## src/rtl/broadcast_sender_if.sv

```systemverilog
// Upstream datagram port of the broadcast transmitter.
// The producer offers one datagram plus a channel mask with in_valid. The
// transmitter answers with in_ready while it is idle, and a datagram is
// taken on any cycle where both are high.
//   in_valid   producer -> sender   datagram offered
//   in_ready   sender -> producer   sender idle, offer will be accepted
//   in_data    producer -> sender   MSG_W-bit datagram
//   ch_enable  producer -> sender   N_CH-bit channel mask for this datagram
interface broadcast_sender_if #(
  parameter int N_CH  = 4,
  parameter int MSG_W = 32
);
  logic             in_valid;
  logic             in_ready;
  logic [MSG_W-1:0] in_data;
  logic [N_CH-1:0]  ch_enable;

  modport master (output in_valid, output in_data, output ch_enable, input in_ready);
  modport slave  (input in_valid, input in_data, input ch_enable, output in_ready);
endinterface

```

## src/rtl/broadcast_sender.sv

```systemverilog
// N-channel broadcast transmitter.
// Takes one datagram from the upstream interface and sends it, lowest chunk
// first, on every channel enabled in the mask. Each channel runs its own
// 4-phase REQ/ACK handshake. If a channel waits too long in any phase it is
// flagged in ch_err and dropped, and the other channels carry on. A single
// done pulse marks the point where every channel has finished or faulted.
//   clk        system clock
//   rst        asynchronous reset, active-high
//   up         upstream datagram port (in_valid/in_ready/in_data/ch_enable)
//   ack        per-channel ACK from remote receivers, asynchronous to clk
//   req        per-channel REQ
//   dout       per-channel chunk, channel g on [g*CHUNK_W +: CHUNK_W]
//   busy       broadcast in progress
//   done       one-cycle pulse when the broadcast completes
//   ch_err     sticky per-channel timeout flag, cleared at the next accept
module broadcast_sender #(
  parameter int N_CH    = 4,
  parameter int MSG_W   = 32,
  parameter int CHUNK_W = 6,
  parameter int TIMEOUT = 1024
) (
  input  logic                    clk,
  input  logic                    rst,
  broadcast_sender_if.slave       up,
  input  logic [N_CH-1:0]         ack,
  output logic [N_CH-1:0]         req,
  output logic [N_CH*CHUNK_W-1:0] dout,
  output logic                    busy,
  output logic                    done,
  output logic [N_CH-1:0]         ch_err
);

  localparam int NCHUNK = (MSG_W + CHUNK_W - 1) / CHUNK_W;
  localparam int PAD_W  = NCHUNK * CHUNK_W;
  localparam int IDX_W  = (NCHUNK > 1) ? $clog2(NCHUNK) : 1;
  localparam int TC_W   = (TIMEOUT > 2) ? $clog2(TIMEOUT) : 1;
  localparam logic [IDX_W-1:0] LAST_IDX = IDX_W'(NCHUNK - 1);
  localparam logic [TC_W-1:0]  TC_MAX   = TC_W'(TIMEOUT - 1);

  typedef enum logic {G_IDLE, G_BUSY} g_state_t;
  typedef enum logic [2:0] {
    CH_IDLE, CH_SETUP, CH_REQH, CH_REQL, CH_DONE, CH_ERR
  } ch_state_t;

  g_state_t         g_state;
  ch_state_t        ch_state [N_CH];
  logic [IDX_W-1:0] idx      [N_CH];
  logic [TC_W-1:0]  tcnt     [N_CH];

  logic [PAD_W-1:0]   shadow;
  logic [PAD_W-1:0]   in_pad;
  logic [CHUNK_W-1:0] chunks     [NCHUNK];
  logic [CHUNK_W-1:0] next_chunk [N_CH];
  logic [N_CH-1:0]    ack_m;
  logic [N_CH-1:0]    ack_s;
  logic               accept;
  logic               all_fin;

  assign up.in_ready = !rst && (g_state == G_IDLE);
  assign accept      = up.in_valid && up.in_ready;
  assign busy        = (g_state == G_BUSY);
  // done decodes registered state: it is high on the last BUSY cycle, and the
  // FSM returns to idle on the following edge.
  assign done        = busy && all_fin;

  // Pad the datagram up to a whole number of chunks. The extra MSBs read as 0.
  always_comb begin
    in_pad = '0;
    in_pad[MSG_W-1:0] = up.in_data;
  end

  always_comb begin
    for (int k = 0; k < NCHUNK; k++) begin
      chunks[k] = shadow[k*CHUNK_W +: CHUNK_W];
    end
  end

  // Chunk that a channel loads when it moves on from its current index.
  always_comb begin
    for (int g = 0; g < N_CH; g++) begin
      next_chunk[g] = chunks[0];
      if (idx[g] != LAST_IDX) begin
        next_chunk[g] = chunks[idx[g] + IDX_W'(1)];
      end
    end
  end

  always_comb begin
    all_fin = 1'b1;
    for (int g = 0; g < N_CH; g++) begin
      if (ch_state[g] != CH_DONE && ch_state[g] != CH_ERR) begin
        all_fin = 1'b0;
      end
    end
  end

  // Two-flop synchroniser for the asynchronous ACK lines.
  always_ff @(posedge clk or posedge rst) begin
    if (rst) begin
      ack_m <= '0;
      ack_s <= '0;
    end else begin
      ack_m <= ack;
      ack_s <= ack_m;
    end
  end

  // Global FSM and all channel FSMs.
  // In every waiting state the awaited ACK level is tested before the
  // timeout, so ACK wins if both happen in the same cycle. The first chunk is
  // loaded straight from in_data on the accept edge, because the shadow copy
  // only becomes valid one cycle later.
  always_ff @(posedge clk or posedge rst) begin
    if (rst) begin
      g_state <= G_IDLE;
      shadow  <= '0;
      ch_err  <= '0;
      req     <= '0;
      dout    <= '0;
      for (int g = 0; g < N_CH; g++) begin
        ch_state[g] <= CH_IDLE;
        idx[g]      <= '0;
        tcnt[g]     <= '0;
      end
    end else begin
      case (g_state)
        G_IDLE: begin
          if (accept) begin
            g_state <= G_BUSY;
            shadow  <= in_pad;
            ch_err  <= '0;
          end
        end
        G_BUSY: begin
          if (all_fin) begin
            g_state <= G_IDLE;
          end
        end
        default: g_state <= G_IDLE;
      endcase

      for (int g = 0; g < N_CH; g++) begin
        case (ch_state[g])
          CH_IDLE: begin
            if (accept) begin
              if (up.ch_enable[g]) begin
                ch_state[g]                <= CH_SETUP;
                idx[g]                     <= '0;
                tcnt[g]                    <= '0;
                dout[g*CHUNK_W +: CHUNK_W] <= in_pad[CHUNK_W-1:0];
              end else begin
                ch_state[g] <= CH_DONE;
              end
            end
          end
          CH_SETUP: begin
            if (!ack_s[g]) begin
              ch_state[g] <= CH_REQH;
              req[g]      <= 1'b1;
              tcnt[g]     <= '0;
            end else if (tcnt[g] == TC_MAX) begin
              ch_state[g] <= CH_ERR;
              ch_err[g]   <= 1'b1;
            end else begin
              tcnt[g] <= tcnt[g] + TC_W'(1);
            end
          end
          CH_REQH: begin
            if (ack_s[g]) begin
              ch_state[g] <= CH_REQL;
              req[g]      <= 1'b0;
              tcnt[g]     <= '0;
            end else if (tcnt[g] == TC_MAX) begin
              ch_state[g] <= CH_ERR;
              req[g]      <= 1'b0;
              ch_err[g]   <= 1'b1;
            end else begin
              tcnt[g] <= tcnt[g] + TC_W'(1);
            end
          end
          CH_REQL: begin
            if (!ack_s[g]) begin
              if (idx[g] == LAST_IDX) begin
                ch_state[g] <= CH_DONE;
              end else begin
                ch_state[g]                <= CH_SETUP;
                idx[g]                     <= idx[g] + IDX_W'(1);
                tcnt[g]                    <= '0;
                dout[g*CHUNK_W +: CHUNK_W] <= next_chunk[g];
              end
            end else if (tcnt[g] == TC_MAX) begin
              ch_state[g] <= CH_ERR;
              ch_err[g]   <= 1'b1;
            end else begin
              tcnt[g] <= tcnt[g] + TC_W'(1);
            end
          end
          CH_DONE, CH_ERR: begin
            if (g_state == G_BUSY && all_fin) begin
              ch_state[g] <= CH_IDLE;
            end
          end
          default: ch_state[g] <= CH_IDLE;
        endcase
      end
    end
  end

endmodule

```

## src/flat_wrapper.sv

```systemverilog
// flat-port wrapper written by rule: the top's interface ports become plain ports
module broadcast_sender_flat 
#(
  parameter int N_CH    = 4,
  parameter int MSG_W   = 32,
  parameter int CHUNK_W = 6,
  parameter int TIMEOUT = 1024
)
  (clk, rst, ack, req, dout, busy, done, ch_err, up_in_valid, up_in_data, up_ch_enable, up_in_ready);
  broadcast_sender_if #(.N_CH(N_CH), .MSG_W(MSG_W)) up_i ();
  input  logic clk;
  input  logic rst;
  input  logic [N_CH-1:0] ack;
  output logic [N_CH-1:0] req;
  output logic [N_CH*CHUNK_W-1:0] dout;
  output logic busy;
  output logic done;
  output logic [N_CH-1:0] ch_err;
  input wire logic [$bits(up_i.in_valid)-1:0] up_in_valid;
  input wire logic [$bits(up_i.in_data)-1:0] up_in_data;
  input wire logic [$bits(up_i.ch_enable)-1:0] up_ch_enable;
  output wire logic [$bits(up_i.in_ready)-1:0] up_in_ready;
  assign up_i.in_valid = up_in_valid;
  assign up_i.in_data = up_in_data;
  assign up_i.ch_enable = up_ch_enable;
  assign up_in_ready = up_i.in_ready;
  broadcast_sender #(.N_CH(N_CH), .MSG_W(MSG_W), .CHUNK_W(CHUNK_W), .TIMEOUT(TIMEOUT)) u_core (.clk(clk), .rst(rst), .up(up_i), .ack(ack), .req(req), .dout(dout), .busy(busy), .done(done), .ch_err(ch_err));
endmodule
```

## config.mk

```make
export PLATFORM = sky130hd
export DESIGN_NAME = broadcast_sender_flat
export DESIGN_NICKNAME = d
export VERILOG_FILES = /design/src/rtl/broadcast_sender_if.sv /design/src/rtl/broadcast_sender.sv /design/src/flat_wrapper.sv
export SDC_FILE = /design/constraint.sdc
export NUM_CORES = 1
export LEC_CHECK = 0
export ABC_AREA = 1
export CORE_MARGIN = 3
export CORE_UTILIZATION = 28
export DETAILED_ROUTE_END_ITERATION = 10
export GPL_TIMING_DRIVEN = 1
export PLACE_DENSITY_LB_ADDON = 0.2
export SLEW_MARGIN = 15
export SYNTH_ARGS = -nofsm -noshare
export SYNTH_HDL_FRONTEND = slang
export SYNTH_SLANG_ARGS = --single-unit
```

## constraint.sdc

```tcl
create_clock -name clk -period 10 [get_ports clk]
set_input_delay 2 -clock clk [delete_from_list [all_inputs] [get_ports clk]]
set_output_delay 2 -clock clk [all_outputs]
set_load 0.05 [all_outputs]
```

==> results.sh, run 1 <==
export IMPL_io_pins=78
export IMPL_cp_depth=3
export IMPL_synth_top_family_by_area="simple AND/OR/NAND/NOR gates"
export IMPL_path_delay_family="buffers and inverters"
export IMPL_status="complete, no violations"
export IMPL_slowest_delay_ns=0.81
export IMPL_ant_nets=0
export IMPL_grt_usage_pct=16.6
export IMPL_synth_seq_cells=137
export IMPL_critical_path_slowest_cell="clkdlybuf4s50_1"
export IMPL_fin_worst_skew_ns=0.00914
export IMPL_cts_resized_gates=0
export IMPL_first_global_vias=8489
export IMPL_crit_end="up_in_ready"
export IMPL_first_pass_iters=5
export IMPL_path_buf_inv=2
export IMPL_worst_setup_path_start_kind="input pin"
export IMPL_netlist_area_um2=8850
export IMPL_yosys_area_top_type="dfrtp_1"
export IMPL_fin_crit_sh_pct=54.8
export IMPL_cp_max_fo=2
export IMPL_crit_required_ns=8.00
export IMPL_setup_violations=0
export IMPL_synth_distinct_cells=35
export IMPL_avgSynthCellArea_um2=6.51
export IMPL_cts_tree="done"
export IMPL_synthesis_nets=1416
export IMPL_ys_seq_area_share_pct=38.7
export IMPL_synth_compound_area_share_pct=10.8
export IMPL_portBuffers=77
export IMPL_crit_type="input pin to output pin"
export IMPL_p_per_area_nw_per_um2=311
export IMPL_synthMuxAreaShare_pct=0
export IMPL_htree_levels=4
export IMPL_r2r_cells=7
export IMPL_yosys_area_share_simple_pct=39.9
export IMPL_cts_clk_slew_worst_paths_ns=0.06
export IMPL_antenna_cells=0
export IMPL_setup_tns_ns=0
export IMPL_place_congestion=0.864
export IMPL_drt_total_wl_um=27400
export IMPL_cts_buffer_depth=2
export IMPL_clkSinkCount=137
export IMPL_peakVddDrop_uv=139
export IMPL_max_cap_viol_count=0
export IMPL_drc=0
export IMPL_r2r_start="u_core.idx[0]"
export IMPL_dpl_hpwl_um=19400
export IMPL_grt_max_degree=80
export IMPL_initial_core_util_pct=28.6
export IMPL_finalHoldViolCount=0
export IMPL_cts_setup_buffers=0
export IMPL_fmax_ghz=0.182
export IMPL_worstSetupEndpointType="output pin"
export IMPL_final_fill_count=3370
export IMPL_synth_xor_area_share_pct=0.791
export IMPL_ctsRootBufferMaster="clkbuf_16"
export IMPL_area_growth_pct=19.5
export IMPL_worst_slew_pin_slew_ns=0.793
export IMPL_vias=8848
export IMPL_avgRoutedWirePerCell_um=15.0
export IMPL_core_area_um2=30900
export IMPL_synthCells=1361
export IMPL_min_path_type="flip-flop to flip-flop"
export IMPL_rsz0062_at_grt="false"
export IMPL_relSlewSlack_pct=47.1
export IMPL_antenna_found_initial=1
export IMPL_yosys_top_cells_area="dfrtp_1, nand2_1, nand3_1, nor2_1, inv_1"
export IMPL_yosys_warnings=0
export IMPL_num_rows=64
export IMPL_startpoint="rst"
export IMPL_nets=1476
export IMPL_rrSetupSlack_ns=7.65
export IMPL_postSynth_asyncResetShare_pct=100
export IMPL_crit_top_cell="clkdlybuf4s50_1"
export IMPL_synth_adder_area_share_pct=1.70
export IMPL_grt_pass1_wl_um=45100
export IMPL_numCtsBuffers=17
export IMPL_crit_arrival_ns=3.48
export IMPL_worstSkewPairLatency_ns=0.42
export IMPL_rr_endpoint="u_core.dout[22]"
export IMPL_viasPerCell=4.83
export IMPL_slew_violations=0
export IMPL_fin_util_pct=34.2
export IMPL_period_minus_slack_ns=5.48
export IMPL_post_synth_top_count_cell="nand2_1"
export IMPL_die_y_um=184
export IMPL_synth_edf_count=0
export IMPL_synth_common_cells="nand2_1, nand3_1, nor2_1, dfrtp_1, inv_1"
export IMPL_die_w_um=184
export IMPL_crit_chain="clkdlybuf4s50_1 -> nor2_2 -> clkdlybuf4s50_1"
export IMPL_synth_ff_type="dfrtp_1"
export IMPL_dr_first_iter_drc_count=702
export IMPL_synth_top_area_share_pct=38.7
export IMPL_drive_above_1_share_pct=4.67
export IMPL_ctsHoldBuffers=0
export IMPL_grt_overflow=0
export IMPL_p_leak_nw=5.22
export IMPL_die_area_um2=33800
[area by class of cell]
class,instances,area (µm²),share of cell area (%)
multi-input combinational,1039,4700,44.4
sequential,137,3430,32.4
timing repair buffer,79,786,7.42
inverter,147,557,5.26
tap,396,495,4.68
clock buffer,19,443,4.19
clock inverter,13,170,1.61
[stage by stage]
step / instance area [µm²] / instances / power [W] / hold slack [ns] / setup slack, ns
floorplan: 8850 / 1361 / 0.00209 / 0.331 / 4.33
global placement: 9970 / 1798 / 0.00261 / 0.335 / 4.51
detailed placement: 9970 / 1798 / 0.00261 / 0.337 / 4.52
CTS: 10600 / 1830 / 0.00331 / 0.351 / 4.51
global route: 10600 / 1830 / 0.00356 / 0.356 / 4.47
finish: 10600 / 1830 / 0.00329 / 0.349 / 4.52
[sequential cells by signal, indices dropped and copies added (netlist names)]
signal           flops
u_core.ch_err        4
u_core.dout         24
u_core.busy          1
u_core.ack_m         4
u_core.idx          12
u_core.ack_s         4
u_core.ch_state     12
u_core.tcnt         40
u_core.req           4
u_core.shadow       32
[per-layer routing]
layer,routed length (µm),part of all wire [%],vias to the layer above,global-route usage [%]
li1,-,-,4481,-
met1,13100,48,4124,22.7
met2,12500,46,207,26.7
met3,1290,4.7,36,2.87
met4,538,2.0,0,5.32
met5,0,0,-,0
[placed cells by master, fill, tap and decap left out, types with 5 or more instances in the layout]
cell type	count
a21oi_2	6
dfrtp_1	137
nor2_1	148
inv_1	135
o22ai_1	10
nand3_1	173
o21a_1	7
ha_1	12
nand2_1	486
a21oi_1	74
o21ai_0	61
nand2_2	6
clkbuf_16	17
nand4_1	13
xor2_1	6
inv_2	5
clkdlybuf4s50_1	77
nor3_1	5
clkinv_1	6
[worst min path at each step]
| stage | cells past startpoint | endpoint | startpoint | slack [ns] |
|---|---|---|---|---|
| after global routing | 0 | u_core.ack_s[1] | u_core.ack_m[1] | 0.36 |
| final | 0 | u_core.ack_s[2] | u_core.ack_m[2] | 0.35 |
| after detailed placement | 0 | u_core.ack_s[1] | u_core.ack_m[1] | 0.34 |
| after floorplan | 0 | u_core.ack_s[0] | u_core.ack_m[0] | 0.33 |
| after global placement | 0 | u_core.ack_s[1] | u_core.ack_m[1] | 0.34 |
| after CTS | 0 | u_core.ack_s[1] | u_core.ack_m[1] | 0.35 |
[report_power, final]
part	switching (W)	internal [W]	leakage, nW	total [W]
clock network	0.000269	0.000402	0.290	0.000671
logic	0.00109	0.000520	3.21	0.00161
registers	0.000267	0.000741	1.72	0.00101
total	0.00163	0.00166	5.22	0.00329
[cell families (layout without fill, tap and decap cells)]
family	Yosys count	count (layout)
AO/OA/AOI/OAI	172	172
XOR/XNOR	8	8
flip-flops	137	137
buffers and inverters	185	258
AND/OR/NAND/NOR	847	847
adder cells (fa/ha/maj)	12	12
No activity file was read; power rests on OpenSTA's default activity.
==> run 2: changes to the inputs <==
==> constraint.sdc (replaced) <==
create_clock -name clk -period 5.4 [get_ports clk]
set_input_delay 1.08 -clock clk [delete_from_list [all_inputs] [get_ports clk]]
set_output_delay 1.08 -clock clk [all_outputs]
set_load 0.05 [all_outputs]
==> run 2 against run 1 <==
Net effect: clock skew rose by 0.0058 ns; sequential share of layout area fell by 0.14 points; combinational power rose by 86%; via count fell by 1.3%; count of clock-buffer cells in the layout fell by 1; highest routed layer unchanged; worst hold slack barely moved; sequential power rose by 85%; core utilization rose by 0.15 points; global-route usage rose by 0.20 points; register-to-register slack got worse by 4.6 ns; critical path depth did not move.
==> results.sh, run 2 (synthesized netlist as in run 1, its figures left out) <==
export IMPL_fin_crit_sh_pct=67.5
export IMPL_top_register="u_core.tcnt"
export IMPL_drc=0
export IMPL_nets=1477
export IMPL_swShare_pct=49.3
export IMPL_fmax_ghz=0.275
export IMPL_num_rows=64
export IMPL_period_minus_slack_ns=3.64
export IMPL_power_w=0.00618
export IMPL_first_pass_iters=5
export IMPL_p_sw_w=0.00304
export IMPL_crit_arrival_ns=2.56
export IMPL_io_pins=78
export IMPL_finalHoldViolCount=0
export IMPL_rrSetupSlack_ns=3.02
export IMPL_avgRoutedWirePerCell_um=15.1
export IMPL_grt_overflow=0
export IMPL_antenna_cells=0
export IMPL_vias=8729
export IMPL_numCtsBuffers=17
export IMPL_min_path_type="flip-flop to flip-flop"
export IMPL_worst_setup_path_start_kind="input pin"
export IMPL_worst_slew_pin_slew_ns=0.808
export IMPL_crit_type="input pin to output pin"
export IMPL_core_area_um2=30900
export IMPL_largest_registers="u_core.tcnt (40), u_core.shadow (32), u_core.dout (24)"
export IMPL_rsz0062_at_grt="false"
export IMPL_p_leak_nw=5.25
export IMPL_worstSetupEndpointType="output pin"
export IMPL_worstSkewPairLatency_ns=0.44
export IMPL_ant_nets=0
export IMPL_first_global_vias=8404
export IMPL_cts_clk_slew_worst_paths_ns=0.06
export IMPL_setup_violations=0
export IMPL_cts_resized_gates=0
export IMPL_cts_tree="done"
export IMPL_cts_setup_buffers=0
export IMPL_die_area_um2=33800
export IMPL_dr_first_iter_drc_count=702
export IMPL_cts_buffer_depth=2
export IMPL_portBuffers=77
export IMPL_relSlewSlack_pct=45.9
export IMPL_ctsRootBufferMaster="clkbuf_16"
export IMPL_crit_required_ns=4.32
export IMPL_layout_common_cells="nand2_1, nand3_1, nor2_1"
export IMPL_grt_usage_pct=16.8
export IMPL_cp_max_fo=2
export IMPL_power_frac_clock_pct=21.5
export IMPL_place_congestion=0.904
export IMPL_status="complete, no violations"
export IMPL_largest_reg_flops=40
export IMPL_layout_commonest_cell="nand2_1"
export IMPL_grt_pass1_wl_um=44900
export IMPL_fin_worst_skew_ns=0.0150
export IMPL_die_w_um=184
export IMPL_comb_power_share_pct=48.3
export IMPL_initial_core_util_pct=28.6
export IMPL_viasPerCell=4.77
export IMPL_drt_total_wl_um=27600
export IMPL_p_seq_share_pct=30.2
export IMPL_setup_tns_ns=0
export IMPL_p_int_w=0.00314
export IMPL_slew_violations=0
export IMPL_htree_levels=4
export IMPL_die_y_um=184
export IMPL_antenna_found_initial=0
export IMPL_dpl_hpwl_um=19700
export IMPL_area_growth_pct=20.0
export IMPL_max_cap_viol_count=0
export IMPL_drive_above_1_share_pct=4.81
export IMPL_p_per_area_nw_per_um2=582
export IMPL_ctsHoldBuffers=0
export IMPL_grt_max_degree=79
export IMPL_clkSinkCount=137
export IMPL_peakVddDrop_uv=263
==> run 2: critical path, stage by stage <==
cell             delay (ns)
clkdlybuf4s50_1        0.49
nor2_2                 0.17
clkdlybuf4s50_1        0.81
==> run 2: layer usage <==
metal | GRT usage (%) | routed length (µm)
met1 | 23.4 | 13200
met2 | 27.0 | 12600
met3 | 2.97 | 1390
met4 | 4.48 | 422
met5 | 0 | 0
==> run 2: worst paths after layout <==
| check | end | from | depth (start not counted) |
|---|---|---|---|
| min reg2reg | u_core.ack_s[0] | u_core.ack_m[0] | 0 |
| min in group asynchronous | u_core.ack_m[2] | rst | 2 |
| max | up_in_ready | rst | 3 |
| max reg2reg | u_core.dout[20] | u_core.idx[0] | 7 |
| min | u_core.ack_s[0] | u_core.ack_m[0] | 0 |
| max in group asynchronous | u_core.shadow[12] | rst | 3 |
==> run 2: metrics by stage <==
step / std cells / hold WS [ns] / setup WS [ns] / utilization (%) / area, µm²
finish: 1831 / 0.349 / 1.76 / 34.4 / 10600
global route: 1831 / 0.356 / 1.57 / 34.4 / 10600
CTS: 1831 / 0.350 / 1.70 / 34.4 / 10600
detailed placement: 1799 / 0.336 / 1.75 / 32.3 / 9980
global placement: 1799 / 0.332 / 1.74 / 32.3 / 9980
floorplan: 1361 / 0.331 / 0.652 / - / 8850
==> run 2: layout make-up <==
class / instances / area, µm²
sequential: 137 / 3430
multi-input combinational: 1039 / 4700
timing repair buffer: 80 / 793
tap: 396 / 495
inverter: 147 / 557
clock buffer: 18 / 439
clock inverter: 14 / 211
fill: 3379 / 20300
==> run 2: power groups by stage <==
stage | Clock [W] | Combinational [W] | Sequential (W)
after floorplan | 0 | 0.00184 | 0.00204
after global placement | 0 | 0.00295 | 0.00188
after detailed placement | 0 | 0.00298 | 0.00188
after CTS | 0.00137 | 0.00299 | 0.00186
after global routing | 0.00140 | 0.00336 | 0.00192
final | 0.00133 | 0.00299 | 0.00187
==> run 3: changes to the inputs <==
==> constraint.sdc (replaced) <==
create_clock -name clk -period 3.55 [get_ports clk]
set_input_delay 0.71 -clock clk [delete_from_list [all_inputs] [get_ports clk]]
set_output_delay 0.71 -clock clk [all_outputs]
set_load 0.05 [all_outputs]
==> run 3 against run 2 <==
Net effect: routed wire length down 0.19%; clock skew down 0.0021 ns; via count up 0.69%; critical endpoint is now done; non-clock buffer count up 7; global-route usage about the same; die area unchanged; highest routed layer unchanged; sequential cell count unchanged; clock power up 47%; final cell count up 0.33%; core utilization up 0.21 points; critical path depth up 2.
==> results.sh, run 3 (synthesized netlist as in run 1, its figures left out) <==
export IMPL_viasPerCell=4.78
export IMPL_cts_tree="done"
export IMPL_power_frac_clock_pct=20.9
export IMPL_antenna_cells=0
export IMPL_p_leak_nw=5.28
export IMPL_crit_required_ns=2.84
export IMPL_swShare_pct=48.9
export IMPL_rrSetupSlack_ns=1.24
export IMPL_p_int_w=0.00479
export IMPL_layout_commonest_cell="nand2_1"
export IMPL_setup_tns_ns=0
export IMPL_grt_pass1_wl_um=45200
export IMPL_first_global_vias=8443
export IMPL_clkSinkCount=137
export IMPL_num_rows=64
export IMPL_slew_violations=0
export IMPL_crit_arrival_ns=2.47
export IMPL_area_growth_pct=20.8
export IMPL_cts_buffer_depth=2
export IMPL_dpl_hpwl_um=20000
export IMPL_p_sw_w=0.00458
export IMPL_period_minus_slack_ns=3.18
export IMPL_numCtsBuffers=17
export IMPL_peakVddDrop_uv=384
export IMPL_largest_reg_flops=40
export IMPL_whs_ns=0.348
export IMPL_avgRoutedWirePerCell_um=15.0
export IMPL_core_area_um2=30900
export IMPL_worst_setup_path_start_kind="flip-flop"
export IMPL_seqCellArea_um2=3430
export IMPL_fin_util_pct=34.6
export IMPL_fmax_ghz=0.314
export IMPL_cts_setup_buffers=0
export IMPL_crit_type="flip-flop to output pin"
export IMPL_die_y_um=184
export IMPL_max_cap_viol_count=0
export IMPL_dr_first_iter_drc_count=762
export IMPL_vias=8789
export IMPL_die_area_um2=33800
export IMPL_io_pins=78
export IMPL_drive_above_1_share_pct=5.14
export IMPL_nets=1484
export IMPL_largest_registers="u_core.tcnt (40), u_core.shadow (32), u_core.dout (24)"
export IMPL_place_congestion=0.878
export IMPL_antenna_found_initial=1
export IMPL_worst_slew_pin_slew_ns=0.799
export IMPL_finalHoldViolCount=0
export IMPL_cts_clk_slew_worst_paths_ns=0.07
export IMPL_setup_violations=0
export IMPL_final_fill_count=3316
export IMPL_p_seq_share_pct=29.5
export IMPL_layout_common_cells="nand2_1, nand3_1, nor2_1"
export IMPL_power_w=0.00937
export IMPL_status="complete, no violations"
export IMPL_fin_crit_sh_pct=89.6
export IMPL_ctsRootBufferMaster="clkbuf_16"
export IMPL_cts_resized_gates=0
export IMPL_p_per_area_nw_per_um2=876
export IMPL_multi_input_area_um2=4700
export IMPL_worstSetupEndpointType="output pin"
export IMPL_drt_total_wl_um=27600
export IMPL_portBuffers=77
export IMPL_grt_max_degree=37
export IMPL_comb_power_share_pct=49.6
export IMPL_worstSkewPairLatency_ns=0.43
export IMPL_relSlewSlack_pct=46.6
export IMPL_cp_max_fo=6
export IMPL_drc=0
export IMPL_die_w_um=184
export IMPL_ant_nets=0
export IMPL_initial_core_util_pct=28.6
export IMPL_fin_worst_skew_ns=0.0129
export IMPL_grt_usage_pct=16.8
export IMPL_first_pass_iters=5
export IMPL_top_register="u_core.tcnt"
export IMPL_grt_overflow=0
export IMPL_htree_levels=4
export IMPL_min_path_type="flip-flop to flip-flop"
export IMPL_ctsHoldBuffers=0
export IMPL_rsz0062_at_grt="false"
[run 3: critical path, stage by stage (launching register included)]
cell,delay [ns]
dfrtp_1,0.47
inv_1,0.06
nor2_1,0.26
nand4_1,0.28
inv_1,0.16
clkdlybuf4s50_1,0.81
[run 3: path summary, 6_finish.rpt]
path / startpoint / depth (start not counted) / endpoint
max: u_core.ch_state[2] / 5 / done
min: u_core.ack_m[3] / 0 / u_core.ack_s[3]
max reg2reg: u_core.idx[0] / 7 / u_core.dout[22]
min in group asynchronous: rst / 2 / u_core.tcnt[36]
min reg2reg: u_core.ack_m[3] / 0 / u_core.ack_s[3]
max in group asynchronous: rst / 3 / u_core.dout[22]
[run 3: through the flow]
| stage | setup WS [ns] | std cells | instance area [µm²] |
|---|---|---|---|
| 6_report | 0.369 | 1837 | 10700 |
| 5_1_grt | 0.217 | 1837 | 10700 |
| 4_1_cts | 0.323 | 1837 | 10700 |
| 3_5_place_dp | 0.678 | 1806 | 10100 |
| 3_3_place_gp | 0.684 | 1806 | 10100 |
| 2_1_floorplan | 1.13 | 1361 | 8860 |
[run 3: layer usage]
| layer | track usage, % | up-vias | routed length [µm] |
|---|---|---|---|
| met1 | 23.6 | 4078 | 13100 |
| met2 | 27.0 | 195 | 12700 |
| met5 | 0 | - | 0 |
| met3 | 3.11 | 25 | 1370 |
| met4 | 4.11 | 0 | 366 |
| li1 | - | 4491 | - |
[run 3: power by group through the flow]
stage                     registers, W  logic, W  clock network, W
final                          0.00276   0.00465           0.00196
after CTS                      0.00276   0.00465           0.00199
after global routing           0.00284   0.00524           0.00206
after detailed placement       0.00278   0.00462                 0
after floorplan                0.00310   0.00280                 0
after global placement         0.00279   0.00460                 0
[run 3: area by class of cell]
class | instances | share of cell area, %
clock buffer | 20 | 4.27
clock inverter | 11 | 1.59
inverter | 147 | 5.20
multi-input combinational | 1039 | 44.0
sequential | 137 | 32.1
tap | 396 | 4.63
timing repair buffer | 87 | 8.26
